--- src/rtl/conf_pkg.sv ---
// Shared definitions for the multichannel AXI4-Lite config block.
// Response codes, special word indices, FSM state types and a WSTRB merge helper.
package conf_pkg;

    localparam logic [1:0] RESP_OKAY   = 2'b00;
    localparam logic [1:0] RESP_SLVERR = 2'b10;

    localparam logic [9:0] IRQ_MASK_WORD = 10'd1022;
    localparam logic [9:0] IRQ_STAT_WORD = 10'd1023;

    typedef enum logic [1:0] {
        CH_IDLE,
        CH_PEND,
        CH_BUSY
    } ch_state_e;

    typedef enum logic {
        W_IDLE,
        W_RESP
    } w_state_e;

    typedef enum logic {
        R_IDLE,
        R_DATA
    } r_state_e;

    function automatic logic [31:0] byte_merge(
        input logic [31:0] old,
        input logic [31:0] data,
        input logic [3:0]  strb
    );
        logic [31:0] m;
        for (int b = 0; b < 4; b++) begin
            m[b*8 +: 8] = strb[b] ? data[b*8 +: 8] : old[b*8 +: 8];
        end
        return m;
    endfunction

endpackage

--- src/rtl/conf_channel.sv ---
// One accelerator channel: launch FSM, saturating cycle counter, register bank.
// Build option CONF_SHADOW_EN adds a shadow bank copied to the live bank on launch.
module conf_channel
    import conf_pkg::*;
#(
    parameter int NREG = 4,
    parameter int RW   = 2
) (
    input  logic              clk,
    input  logic              rst,
    input  logic              wr_en,
    input  logic [RW-1:0]     wr_reg,
    input  logic [31:0]       wr_data,
    input  logic [3:0]        wr_strb,
    input  logic [RW-1:0]     rd_reg,
    output logic [31:0]       rd_data,
    input  logic              cfg_ready,
    input  logic              cfg_done,
    output logic              cfg_valid,
    output logic              busy,
    output logic              done,
    output logic [NREG*32-1:0] live
);

    ch_state_e   state;
    ch_state_e   state_n;
    logic [31:0] cnt;
    logic [31:0] bank [NREG];
    logic        launch;
    logic        wr_ok;

    // A reg-0 write only launches from idle; the top already rejects it otherwise.
    assign launch = wr_en && (wr_reg == '0) && (state == CH_IDLE);
    assign wr_ok  = wr_en && ((wr_reg != '0) || (state == CH_IDLE));

    assign busy      = (state != CH_IDLE);
    assign cfg_valid = (state == CH_PEND);
    assign done      = (state == CH_BUSY) && cfg_done;

    // Channel state register.
    always_ff @(posedge clk) begin
        if (rst) state <= CH_IDLE;
        else     state <= state_n;
    end

    // Launch -> start handshake -> wait for completion pulse.
    always_comb begin
        state_n = state;
        unique case (state)
            CH_IDLE: if (launch)    state_n = CH_PEND;
            CH_PEND: if (cfg_ready) state_n = CH_BUSY;
            CH_BUSY: if (cfg_done)  state_n = CH_IDLE;
            default:                state_n = CH_IDLE;
        endcase
    end

    // Cycle counter: cleared on launch, counts while active, saturates.
    always_ff @(posedge clk) begin
        if (rst)                       cnt <= '0;
        else if (launch)               cnt <= '0;
        else if (busy && cnt != '1)    cnt <= cnt + 32'd1;
    end

`ifdef CONF_SHADOW_EN
    logic [31:0] shad [NREG];

    // Writes land in the shadow bank; launch snapshots it into the live bank.
    always_ff @(posedge clk) begin
        if (rst) begin
            for (int r = 0; r < NREG; r++) begin
                bank[r] <= '0;
                shad[r] <= '0;
            end
        end else if (wr_ok) begin
            if (wr_reg == '0) begin
                bank[0] <= byte_merge(bank[0], wr_data, wr_strb);
                for (int r = 1; r < NREG; r++) bank[r] <= shad[r];
            end else begin
                shad[wr_reg] <= byte_merge(shad[wr_reg], wr_data, wr_strb);
            end
        end
    end

    // Reg 0 reads the counter, others read back the shadow copy.
    always_comb begin
        rd_data = cnt;
        if (rd_reg != '0) rd_data = shad[rd_reg];
    end
`else
    // Single bank: writes go straight to the registers driving the channel.
    always_ff @(posedge clk) begin
        if (rst) begin
            for (int r = 0; r < NREG; r++) bank[r] <= '0;
        end else if (wr_ok) begin
            bank[wr_reg] <= byte_merge(bank[wr_reg], wr_data, wr_strb);
        end
    end

    // Reg 0 reads the counter, others read back the stored value.
    always_comb begin
        rd_data = cnt;
        if (rd_reg != '0) rd_data = bank[rd_reg];
    end
`endif

    // Flatten the live bank onto the channel's config bus.
    always_comb begin
        live = '0;
        for (int r = 0; r < NREG; r++) live[r*32 +: 32] = bank[r];
    end

endmodule

--- src/rtl/conf_multichan.sv ---
// AXI4-Lite register file fronting NCH accelerator channels with launch, status and IRQ.
// Optional build macro CONF_SHADOW_EN selects shadowed channel config registers.
module conf_multichan
    import conf_pkg::*;
#(
    parameter int          NCH       = 2,
    parameter int          NREG      = 4,
    parameter logic [31:0] ADDR_BASE = 32'h0
) (
    input  logic                     ACLK,
    input  logic                     ARESET,
    input  logic [31:0]              S_AXI_AWADDR,
    input  logic                     S_AXI_AWVALID,
    output logic                     S_AXI_AWREADY,
    input  logic [31:0]              S_AXI_WDATA,
    input  logic [3:0]               S_AXI_WSTRB,
    input  logic                     S_AXI_WVALID,
    output logic                     S_AXI_WREADY,
    output logic [1:0]               S_AXI_BRESP,
    output logic                     S_AXI_BVALID,
    input  logic                     S_AXI_BREADY,
    input  logic [31:0]              S_AXI_ARADDR,
    input  logic                     S_AXI_ARVALID,
    output logic                     S_AXI_ARREADY,
    output logic [31:0]              S_AXI_RDATA,
    output logic [1:0]               S_AXI_RRESP,
    output logic                     S_AXI_RVALID,
    input  logic                     S_AXI_RREADY,
    output logic [NCH-1:0]           CONFIG_VALID,
    input  logic [NCH-1:0]           CONFIG_READY,
    input  logic [NCH-1:0]           CONFIG_DONE,
    output logic [NCH*NREG*32-1:0]   CONFIG_DATA,
    output logic                     CONFIG_IRQ
);

    localparam int         RW     = (NREG > 1) ? $clog2(NREG) : 1;
    localparam int         CW     = (NCH > 1) ? $clog2(NCH) : 1;
    localparam logic [9:0] NWORDS = 10'(NCH * NREG);
    localparam logic [9:0] NREG_W = 10'(NREG);

    w_state_e       w_state;
    w_state_e       w_state_n;
    r_state_e       r_state;
    r_state_e       r_state_n;

    logic [9:0]     w_word;
    logic           w_base;
    logic           w_hit_ch;
    logic           w_hit_mask;
    logic           w_hit_stat;
    logic [CW-1:0]  w_ch;
    logic [RW-1:0]  w_reg;
    logic           w_err;
    logic           wr_fire;
    logic           w_ok;

    logic [9:0]     r_word;
    logic           r_base;
    logic [CW-1:0]  r_ch;
    logic [RW-1:0]  r_reg;
    logic           rd_fire;
    logic [31:0]    rd_val;
    logic           rd_err;

    logic [NCH-1:0] ch_busy;
    logic [NCH-1:0] ch_done;
    logic [31:0]    ch_rd [NCH];
    logic [NCH-1:0] irq_mask;
    logic [NCH-1:0] status;
    logic [NCH-1:0] stat_clr;
    logic [31:0]    mask_merged;
    logic [31:0]    clr_merged;
    logic [1:0]     bresp;
    logic [31:0]    rdata;
    logic [1:0]     rresp;
    logic           unused_ok;

    assign unused_ok = ^{S_AXI_AWADDR[1:0], S_AXI_ARADDR[1:0],
                         mask_merged[31:NCH], clr_merged[31:NCH]};

    // Write address decode.
    assign w_word     = S_AXI_AWADDR[11:2];
    assign w_base     = (S_AXI_AWADDR[31:12] == ADDR_BASE[31:12]);
    assign w_hit_ch   = w_base && (w_word < NWORDS);
    assign w_hit_mask = w_base && (w_word == IRQ_MASK_WORD);
    assign w_hit_stat = w_base && (w_word == IRQ_STAT_WORD);
    assign w_ch       = CW'(w_word / NREG_W);
    assign w_reg      = RW'(w_word % NREG_W);
    assign w_err      = !(w_hit_ch || w_hit_mask || w_hit_stat)
                      || (w_hit_ch && (w_reg == '0) && ch_busy[w_ch]);

    // AW and W are accepted together, one write outstanding.
    assign wr_fire       = !ARESET && (w_state == W_IDLE)
                         && S_AXI_AWVALID && S_AXI_WVALID;
    assign w_ok          = wr_fire && !w_err;
    assign S_AXI_AWREADY = wr_fire;
    assign S_AXI_WREADY  = wr_fire;
    assign S_AXI_BVALID  = (w_state == W_RESP);
    assign S_AXI_BRESP   = bresp;

    // Write channel state register.
    always_ff @(posedge ACLK) begin
        if (ARESET) w_state <= W_IDLE;
        else        w_state <= w_state_n;
    end

    // Accept, then hold the response until the master takes it.
    always_comb begin
        w_state_n = w_state;
        unique case (w_state)
            W_IDLE:  if (wr_fire)      w_state_n = W_RESP;
            W_RESP:  if (S_AXI_BREADY) w_state_n = W_IDLE;
            default:                   w_state_n = W_IDLE;
        endcase
    end

    // Capture the write response at accept time.
    always_ff @(posedge ACLK) begin
        if (ARESET)       bresp <= RESP_OKAY;
        else if (wr_fire) bresp <= w_err ? RESP_SLVERR : RESP_OKAY;
    end

    // Read address decode and data select.
    assign r_word = S_AXI_ARADDR[11:2];
    assign r_base = (S_AXI_ARADDR[31:12] == ADDR_BASE[31:12]);
    assign r_ch   = CW'(r_word / NREG_W);
    assign r_reg  = RW'(r_word % NREG_W);

    // Pick the read source; unmapped words return zero with an error.
    always_comb begin
        rd_val = '0;
        rd_err = 1'b1;
        if (r_base && (r_word < NWORDS)) begin
            rd_val = ch_rd[r_ch];
            rd_err = 1'b0;
        end else if (r_base && (r_word == IRQ_MASK_WORD)) begin
            rd_val = 32'(irq_mask);
            rd_err = 1'b0;
        end else if (r_base && (r_word == IRQ_STAT_WORD)) begin
            rd_val = 32'(status);
            rd_err = 1'b0;
        end
    end

    assign rd_fire       = !ARESET && (r_state == R_IDLE) && S_AXI_ARVALID;
    assign S_AXI_ARREADY = !ARESET && (r_state == R_IDLE);
    assign S_AXI_RVALID  = (r_state == R_DATA);
    assign S_AXI_RDATA   = rdata;
    assign S_AXI_RRESP   = rresp;

    // Read channel state register.
    always_ff @(posedge ACLK) begin
        if (ARESET) r_state <= R_IDLE;
        else        r_state <= r_state_n;
    end

    // Accept an address, then hold data until the master takes it.
    always_comb begin
        r_state_n = r_state;
        unique case (r_state)
            R_IDLE:  if (rd_fire)      r_state_n = R_DATA;
            R_DATA:  if (S_AXI_RREADY) r_state_n = R_IDLE;
            default:                   r_state_n = R_IDLE;
        endcase
    end

    // Register read data and response on accept.
    always_ff @(posedge ACLK) begin
        if (ARESET) begin
            rdata <= '0;
            rresp <= RESP_OKAY;
        end else if (rd_fire) begin
            rdata <= rd_val;
            rresp <= rd_err ? RESP_SLVERR : RESP_OKAY;
        end
    end

    assign mask_merged = byte_merge(32'(irq_mask), S_AXI_WDATA, S_AXI_WSTRB);
    assign clr_merged  = byte_merge(32'h0, S_AXI_WDATA, S_AXI_WSTRB);
    assign stat_clr    = (w_ok && w_hit_stat) ? clr_merged[NCH-1:0] : '0;

    // IRQ mask register.
    always_ff @(posedge ACLK) begin
        if (ARESET)                  irq_mask <= '0;
        else if (w_ok && w_hit_mask) irq_mask <= mask_merged[NCH-1:0];
    end

    // Sticky done status; a same-cycle completion beats a clear.
    always_ff @(posedge ACLK) begin
        if (ARESET) status <= '0;
        else        status <= (status & ~stat_clr) | ch_done;
    end

    assign CONFIG_IRQ = |(status & irq_mask);

    for (genvar c = 0; c < NCH; c++) begin : g_ch
        conf_channel #(
            .NREG (NREG),
            .RW   (RW)
        ) u_ch (
            .clk       (ACLK),
            .rst       (ARESET),
            .wr_en     (w_ok && w_hit_ch && (w_ch == CW'(c))),
            .wr_reg    (w_reg),
            .wr_data   (S_AXI_WDATA),
            .wr_strb   (S_AXI_WSTRB),
            .rd_reg    (r_reg),
            .rd_data   (ch_rd[c]),
            .cfg_ready (CONFIG_READY[c]),
            .cfg_done  (CONFIG_DONE[c]),
            .cfg_valid (CONFIG_VALID[c]),
            .busy      (ch_busy[c]),
            .done      (ch_done[c]),
            .live      (CONFIG_DATA[c*NREG*32 +: NREG*32])
        );
    end

endmodule
--- config.mk ---
export PLATFORM = sky130hd
export DESIGN_NAME = conf_multichan
export DESIGN_NICKNAME = d
export VERILOG_FILES = /design/src/rtl/conf_pkg.sv /design/src/rtl/conf_channel.sv /design/src/rtl/conf_multichan.sv
export SDC_FILE = /design/constraint.sdc
export NUM_CORES = 1
export LEC_CHECK = 0
export CORE_MARGIN = 2
export CORE_UTILIZATION = 35
export CTS_CLUSTER_DIAMETER = 150
export DETAILED_ROUTE_END_ITERATION = 16
export PLACE_DENSITY = 0.69
export SLEW_MARGIN = 20
export SYNTH_ARGS = -nofsm -noshare
export SYNTH_HDL_FRONTEND = slang
export SYNTH_SLANG_ARGS = --single-unit
--- constraint.sdc ---
create_clock -name ACLK -period 3.3 [get_ports ACLK]
set_input_delay 0.495 -clock ACLK [delete_from_list [all_inputs] [get_ports ACLK]]
set_output_delay 0.495 -clock ACLK [all_outputs]
set_load 0.05 [all_outputs]
==> results of run 1 <==
worst min-delay path, cell delays in order:
cell	delay, ns
buf_4	0.10
nor2_1	0.04
nand3_1	0.16
nand2_1	0.07
layout by cell type (no fill, tap or decap), types with 6 or more instances in the layout:
cell type,instances
nand3_1,27
a21oi_1,45
inv_1,9
nor3_1,13
or3_1,25
buf_12,6
and2_1,20
and4_1,9
xnor2_1,8
and3_1,110
buf_4,65
a31o_2,6
nand4_1,19
mux4_2,64
edfxtp_1,256
nand3b_1,6
a31oi_1,10
clkdlybuf4s50_1,400
o21ai_0,30
nor4_1,14
nor2_1,216
a21o_1,13
or2_2,6
o211ai_1,8
clkbuf_16,43
a22oi_1,33
clkinv_1,8
bufinv_16,7
dfxtp_1,108
xor2_1,14
or4_1,12
nand2_1,94
mux2_2,34
nor2b_1,11
o31ai_1,9
state kept, by name (all words and copies together), names as in the netlist:
register,cells
status,2
g_ch.u_ch.state,4
S_AXI_RVALID,1
irq_mask,2
S_AXI_RRESP,1
S_AXI_BVALID,1
S_AXI_BRESP,1
g_ch.u_ch.bank,256
g_ch.u_ch.cnt,64
S_AXI_RDATA,32
stage by stage:
stage                     setup slack, ns  std cells  setup TNS (ns)  instance area (sq um)  hold slack (ns)
after floorplan                     0.110       1399               0                  17000            0.462
after global placement            -0.0772       2389           -1.96                  21900            0.451
after detailed placement           -0.127       2389           -2.34                  21900            0.471
after CTS                           0.416       2465               0                  23300            0.355
after global routing                0.179       2465               0                  23300            0.401
final                               0.410       2466               0                  23300            0.365
power by group:
group          internal [uW]  switching, uW  total, uW
Combinational            424            752       1180
Sequential              4960           67.8       5030
Clock                   2960           1920       4880
cells in the mapped netlist, types with 3 or more instances:
library cell,number
a211oi_1,3
a21o_1,13
a21oi_1,45
a22oi_1,33
a31o_2,6
a31oi_1,10
a41o_1,4
and2_1,20
and3_1,110
and4_1,9
buf_1,3
buf_2,41
buf_4,7
buf_6,5
clkbuf_1,39
dfxtp_1,108
edfxtp_1,256
inv_1,9
mux2_2,34
mux2i_1,4
mux4_2,64
nand2_1,94
nand2b_1,5
nand3_1,27
nand3b_1,6
nand4_1,19
nor2_1,216
nor2b_1,11
nor3_1,13
nor4_1,14
nor4b_1,4
o2111ai_1,3
o211ai_1,8
o21ai_0,30
o21bai_1,5
o31ai_1,9
or2_2,6
or3_1,25
or4_1,12
xnor2_1,8
xor2_1,14
worst paths after layout:
kind	startpoint	end	slack [ns]	cells after the start
worst max-delay path	S_AXI_AWADDR[22]	g_ch[1].u_ch.bank[2][4]$_SDFFCE_PN0P_	0.41	8
worst min-delay path	ARESET	S_AXI_BVALID$_SDFF_PP0_	0.36	4
worst max register to register	g_ch[1].u_ch.state[1]$_SDFFE_PP0P_	g_ch[0].u_ch.bank[3][20]$_DFFE_PP_	0.64	6
worst min register to register	S_AXI_RRESP[1]$_SDFFE_PP0P_	S_AXI_RRESP[1]$_SDFFE_PP0P_	0.47	2
cell type report:
class | count | area share
multi-input cells | 929 | 0.283
well taps | 615 | 0.0330
inverters | 9 | 0.00145
clock inverters | 28 | 0.0142
flip-flops and latches | 364 | 0.423
repair buffers | 472 | 0.198
clock buffers | 48 | 0.0474
diodes | 1 | 0.000107
metal layers:
layer,up-vias,track usage,share of wire,wire [microns]
met4,0,0.0815,0.034,2110
met1,6913,0.323,0.40,25100
met5,-,0,0,0
met3,94,0.0466,0.087,5410
li1,6124,-,-,-
met2,740,0.398,0.48,29800
cells by family after synthesis:
kind of cell / count (synthesis) / share of synthesized area
xor+xnor: 22 / 0.0114
flops: 364 / 0.581
buf+inv: 106 / 0.0304
other cells: 1 / 0.000221
fa+ha+maj: 2 / 0.00148
compound gates: 185 / 0.0738
simple gates: 616 / 0.192
mux: 102 / 0.110
==> qor.csv, run 1 <==
metric,value,unit
yosys.area.top_type,edfxtp_1,
ctsHoldBuffers,0,
syn2layout_area_growth,37.5,%
grt_pass1_wl,90300,microns
p_per_area,475,mW/mm^2
antenna_left,0,
routed_wirelength,62400,microns
worstSetupPathType,in -> reg,
cp-end-kind,register,
vias,13900,
crit_slowest_cell,nand3_2,
path_cells,clkdlybuf4s50_1 -> nor4_1 -> nand4_1 -> buf_4 -> nor3_4 -> buf_4 -> nand3_2 -> nor2_1,
grt_pass1_vias,13500,
netlist.area_leader.share,0.453,
clk_pin_slew_worst_paths,0.06,ns
rsz0062_at_grt,no,
critical_path_required,3.67,ns
ys_ff_latch,364,
antenna_found_initial,2,
netlist_instances,1398,
hold_path.class,in -> reg,
cts_tree,yes,
synth_edf_count,256,
synthArstFlopShare,0,
slew_violations,0,
maxSlewHeadroom,0.410,
critPathArrivalTime,3.26,ns
hpwl,48900,microns
synth_area_per_cell,12.1,sq um
drtPass1Iterations,6,
clk-insertion-delay-late,0.55,ns
grt_usage,0.243,
ys_warn_count,0,
utilization,0.488,
drv_cap,0,
path_max_fanout,35,
grt_max_degree,84,
root_buffer,clkbuf_16,
port_buffers,404,
critPathTopFamily,simple AND/OR/NAND/NOR gates,
seq_area,0.00985,sq mm
finalHoldViolCount,0,
period_needed,2.89,ns
post_route_cells_drive_above_1_share,0.146,
seq_area_frac_synth,0.581,
io_pins,411,
htree_levels,2,
coreArea,0.0477,sq mm
leakagePower,0.00860,uW
setup-violations-final,0,
synth_area,0.0170,sq mm
rows,80,
drt_iter0_drc,1699,
worst_pin_slew,0.884,ns
critPathLaunchType,input port,
drc,0,
clock-sinks,364,
skew,0.0217,ns
fillers,4237,
max_freq,0.346,GHz
vias_per_cell,5.62,
die_area,0.0502,sq mm
ys.flop_type,edfxtp_1,
wl_per_cell,25.3,microns
cp_num_buf_inv,3,
critPathMostFrequentCell,buf_4,
irDropWorstVdd,374,uV
overflow,0,
post-route-period-util,0.876,
initial_core_util,0.355,
dieWidth,224,microns
multi_input_area,0.00660,sq mm
gp_congestion,0.928,
total_power,11100,uW
status,finished clean,
cts_made_buffers,41,
synth_area_leaders,"edfxtp_1 45%, dfxtp_1 13%, mux4_2 8.5%",
nNetsFinal,1930,
die_h,224,microns
clockBufferDepth,3,
slowest_delay,0.54,ns
synth_cell_type_count,70,
cts_resized,0,
cts_setup_buffers,0,
No activity file was read; power rests on OpenSTA's default activity.
==> inputs of run 2 (changes only) <==
CTS_CLUSTER_SIZE = 14   (was unset)
clock period = 3.1 ns   (was 3.3 ns; I/O delays follow)
==> run 2 against run 1 <==
Sequential power up 6.2%. Clock skew rose by 0.0016 ns. Die area stayed put. Hold slack better by 0.031 ns. Sequential share of layout area grew 0.45 points. Non-clock buffer count increased by 28. Design area fell by 1.1%. Sequential cell count is the same. Clock power down 28%. First-iteration DRC count down 7.3%. Critical path depth fell by 1. Largest cell class unchanged.
==> qor.csv, run 2 (synthesized netlist as in run 1, its figures left out) <==
metric,value,unit
leakagePower,0.00849,uW
regMostFlops,g_ch.u_ch.bank,
skew,0.0233,ns
critPathLaunchType,register,
path_max_fanout,11,
htree_levels,1,
maxSlewHeadroom,0.452,
hold_depth,5,
post-route-period-util,0.888,
slew_violations,0,
drtPass1Iterations,5,
cts_setup_buffers,0,
slowest_delay,0.64,ns
routed_wirelength,62700,microns
drt_iter0_drc,1575,
finalHoldViolCount,0,
rr_worst_depth,7,
post_route_cells_drive_above_1_share,0.143,
dp.cells,2417,
clk_pin_slew_worst_paths,0.08,ns
rows,80,
grt_max_degree,50,
wl_per_cell,25.4,microns
antenna_left,0,
cts_resized,0,
cts_made_buffers,29,
clock-sinks,364,
gp_congestion,0.935,
grt_pass1_wl,90900,microns
vias_per_cell,5.64,
rsz0062_at_grt,no,
overflow,0,
layout_common_cells,"400 x clkdlybuf4s50_1, 256 x edfxtp_1, 216 x nor2_1, 110 x and3_1, 108 x dfxtp_1",
clockBufferDepth,3,
die_h,224,microns
final.setup.tns,0,ns
ctsHoldBuffers,0,
worst_pin_slew,0.823,ns
cp-end-kind,register,
critical_path_required,3.30,ns
layout_commonest_cell,clkdlybuf4s50_1,
holdPathEnd,S_AXI_BVALID$_SDFF_PP0_,
reg2reg_from,g_ch[1].u_ch.state[1]$_SDFFE_PP0P_,
max_freq,0.363,GHz
final.setup.worst_slack,0.348,ns
vias,13900,
port_buffers,404,
antenna_found_initial,3,
drc,0,
grt_pass1_vias,13500,
crit_slowest_cell,a21oi_1,
clk-insertion-delay-late,0.59,ns
reg2reg_to,g_ch[0].u_ch.bank[3][19]$_DFFE_PP_,
critPathArrivalTime,2.95,ns
dieWidth,224,microns
nNetsFinal,1946,
period_needed,2.75,ns
cp_num_buf_inv,2,
largest_register_ff_count,256,
root_buffer,clkbuf_16,
grt_usage,0.244,
cts_tree,yes,
rrSetupSlack,0.35,ns
hold_path.class,in -> reg,
worstSetupPathType,reg -> reg,
p_per_area,440,mW/mm^2
hold_start,ARESET,
initial_core_util,0.355,
setup-violations-final,0,
place_ws,-0.157,ns
drv_cap,0,
final_cells,2471,
die_area,0.0502,sq mm
io_pins,411,
irDropWorstVdd,396,uV
critPathTopFamily,simple AND/OR/NAND/NOR gates,
status,finished clean,
hpwl,49600,microns
path_cells,nor3b_1 -> or4_1 -> nor4b_4 -> buf_4 -> buf_12 -> and2_1 -> a21oi_1,
syn2layout_area_growth,36.0,%
coreArea,0.0477,sq mm
==> run 2: cell count changes in the layout (fill, tap and decap cells not counted), sizes merged <==
cell      before  now
bufinv         7    0
diode          1    4
clkbuf        48   49
inv           13   10
buf           72  100
clkinv        12    0
clkinvlp       5    0
==> run 2: final cells by class <==
class	instances	area, sq um
Sequential cell	364	9850
Multi-Input combinational cell	929	6600
Fill cell	4208	24700
Tap cell	615	769
Clock buffer	49	801
Clock inverter	1	8.76
Inverter	9	33.8
Antenna cell	4	10.0
Timing Repair Buffer	500	4990
==> run 2: how the worst max path moves through the flow <==
stage	endpoint	startpoint	cells past startpoint	slack (ns)
final	g_ch[0].u_ch.bank[3][19]$_DFFE_PP_	g_ch[1].u_ch.state[1]$_SDFFE_PP0P_	7	0.35
after global routing	g_ch[0].u_ch.bank[3][21]$_DFFE_PP_	g_ch[1].u_ch.state[1]$_SDFFE_PP0P_	7	0.24
after CTS	CONFIG_VALID[0]	g_ch[0].u_ch.state[1]$_SDFFE_PP0P_	3	0.35
after detailed placement	g_ch[0].u_ch.bank[3][17]$_DFFE_PP_	S_AXI_AWADDR[4]	8	-0.16
after global placement	g_ch[0].u_ch.bank[3][21]$_DFFE_PP_	S_AXI_AWADDR[4]	8	-0.1
after floorplan	g_ch[1].u_ch.bank[3][24]$_DFFE_PP_	S_AXI_BVALID$_SDFF_PP0_	7	0.02
==> run 2: worst register-to-register path: cells and delay by family, from the launching register on <==
family,cells,cell delay (ns)
AND/OR/NAND/NOR,4,0.95
AO/OA/AOI/OAI,1,0.64
flip-flops,1,0.49
buffers and inverters,2,0.30
==> run 2: power by group <==
group / leakage [uW] / switching, uW / internal [uW]
combinational: 0.00449 / 811 / 481
sequential: 0.00362 / 71.4 / 5270
clock: 0.000386 / 1760 / 1750
total: 0.00849 / 2640 / 7500
==> run 2: stage by stage <==
stage | hold WS [ns] | instance area [sq um] | total power (uW) | util
after floorplan | 0.462 | 17000 | 6110 | -
after global placement | 0.454 | 22200 | 6720 | 0.466
after detailed placement | 0.461 | 22200 | 6730 | 0.466
after CTS | 0.380 | 23100 | 10200 | 0.483
after global routing | 0.417 | 23100 | 10400 | 0.483
final | 0.395 | 23100 | 10100 | 0.483
==> run 2: metal layers <==
layer,vias to the layer above,track usage,share of wire
li1,6142,-,-
met1,6937,0.323,0.40
met2,753,0.401,0.48
met3,103,0.0498,0.092
met4,0,0.0806,0.032
met5,-,0,0
==> inputs of run 3 (changes only) <==
==> constraint.sdc (replaced) <==
create_clock -name ACLK -period 3.1 [get_ports ACLK]
set_input_delay 0.93 -clock ACLK [delete_from_list [all_inputs] [get_ports ACLK]]
set_output_delay 0.93 -clock ACLK [all_outputs]
set_load 0.05 [all_outputs]
==> run 3 against run 2 <==
Fmax shrank 7.4%. Cell count rose by 0.40%. First-iteration DRC count is 18% lower. Register-to-register slack gained 0.31 ns. Clock power about the same. Hold slack better by 0.075 ns. Global-route usage down 0.65 points. Sequential cell count stayed put. Critical endpoint is now CONFIG_IRQ. Highest routed layer is now met5.
==> qor.csv, run 3 (synthesized netlist as in run 1, its figures left out) <==
metric,value,unit
cp-end-kind,primary output,
irDropWorstVdd,413,uV
regMostFlops,g_ch.u_ch.bank,
drt_iter0_drc,1298,
total_power,10100,uW
root_buffer,clkbuf_16,
hold_depth,2,
slowest_delay,0.84,ns
crit_slowest_cell,clkdlybuf4s50_1,
grt_usage,0.238,
max_freq,0.337,GHz
finalHoldViolCount,0,
drc,0,
hpwl,48800,microns
die_h,224,microns
initial_core_util,0.355,
post_route_cells_drive_above_1_share,0.158,
htree_levels,1,
io_pins,411,
clk-insertion-delay-late,0.59,ns
reg2reg_to,g_ch[1].u_ch.cnt[8]$_SDFFE_PP0P_,
drtPass1Iterations,6,
worst_pin_slew,0.706,ns
clock-sinks,364,
cts_made_buffers,29,
p_per_area,434,mW/mm^2
clk_pin_slew_worst_paths,0.07,ns
rr_worst_depth,5,
maxSlewHeadroom,0.526,
path_max_fanout,3,
reg2reg_from,g_ch[1].u_ch.cnt[27]$_SDFFE_PP0P_,
status,finished clean,
layout_commonest_cell,clkdlybuf4s50_1,
largest_register_ff_count,256,
setup-violations-final,0,
wl_per_cell,24.8,microns
hold_path.class,reg -> reg,
utilization,0.489,
hold_ws,0.470,ns
holdPathEnd,S_AXI_RRESP[1]$_SDFFE_PP0P_,
rrSetupSlack,0.66,ns
cts_tree,yes,
nNetsFinal,1958,
leakagePower,0.00863,uW
antenna_left,0,
overflow,0,
worstSetupPathType,reg -> out,
port_buffers,404,
vias,13800,
layout_common_cells,"395 x clkdlybuf4s50_1, 256 x edfxtp_1, 216 x nor2_1, 110 x and3_1, 108 x dfxtp_1",
grt_max_degree,75,
coreArea,0.0477,sq mm
slew_violations,0,
period_needed,2.97,ns
routed_wirelength,61600,microns
path_cells,a22o_1 -> clkdlybuf4s50_1,
dpl-instance-area,0.0225,sq mm
clockBufferDepth,3,
critPathLaunchType,register,
vias_per_cell,5.56,
hold_start,S_AXI_RRESP[1]$_SDFFE_PP0P_,
drv_cap,0,
critPathArrivalTime,2.04,ns
post-route-period-util,0.959,
rsz0062_at_grt,no,
grt_pass1_vias,13500,
gp_congestion,0.924,
fin_area,0.0233,sq mm
critical_path_required,2.17,ns
rows,80,
syn2layout_area_growth,37.7,%
antenna_found_initial,2,
dieWidth,224,microns
die_area,0.0502,sq mm
skew,0.0337,ns
grt_pass1_wl,88500,microns
-- run 3: power by group --
| part | leakage [uW] | internal, uW | switching (uW) |
|---|---|---|---|
| Clock | 0.000387 | 1750 | 1730 |
| Sequential | 0.00362 | 5270 | 71.6 |
| Combinational | 0.00463 | 504 | 811 |
-- run 3: worst max-delay path, delay by kind of cell, from the launching register on --
kind | cells | cell delay [ns]
compound gates | 1 | 0.26
flops | 1 | 0.36
buf+inv | 1 | 0.84
-- run 3: repair_timing --
item	4_1_cts	5_1_grt
setup buffers	0	0
gates resized for setup	0	8
setup endpoints to repair	0	136
hold buffers	0	0
-- run 3: area by class of cell --
| class | instances | area [sq um] |
|---|---|---|
| Timing Repair Buffer | 512 | 5200 |
| Inverter | 9 | 37.5 |
| Clock inverter | 1 | 8.76 |
| Antenna cell | 1 | 2.50 |
| Sequential cell | 364 | 9850 |
| Multi-Input combinational cell | 929 | 6670 |
| Tap cell | 615 | 769 |
| Clock buffer | 50 | 805 |
| Fill cell | 4141 | 24400 |
-- run 3: metrics by stage --
step           std cells  setup TNS, ns  worst slack [ns]
2_1_floorplan       1399              0           0.00360
3_3_place_gp        2429        -190.48            -0.603
3_5_place_dp        2429        -175.59            -0.578
4_1_cts             2480              0           0.00698
5_1_grt             2481              0            0.0283
6_report            2481              0             0.128
-- run 3: routing by layer --
metal,vias to the layer above,GRT usage,routed length (microns)
met5,-,0,9
met4,2,0.0849,2090
met3,95,0.0501,5800
met2,761,0.388,29300
met1,6783,0.313,24400
li1,6164,-,-
-- run 3: how the worst max path moves through the flow --
stage                                  start                                     end  slack, ns  depth (start not counted)
finish              irq_mask[1]$_SDFFE_PP0P_                              CONFIG_IRQ       0.13                          2
global route                S_AXI_AWADDR[18]   g_ch[0].u_ch.bank[2][1]$_SDFFCE_PN0P_       0.03                         11
CTS                         S_AXI_AWADDR[21]      g_ch[1].u_ch.bank[3][22]$_DFFE_PP_      0.007                          9
detailed placement          S_AXI_AWADDR[21]      g_ch[1].u_ch.bank[3][22]$_DFFE_PP_      -0.58                          9
global placement            S_AXI_AWADDR[21]   g_ch[0].u_ch.bank[1][6]$_SDFFCE_PN0P_      -0.60                          9
floorplan                             ARESET  g_ch[0].u_ch.bank[1][24]$_SDFFCE_PN0P_      0.004                          8
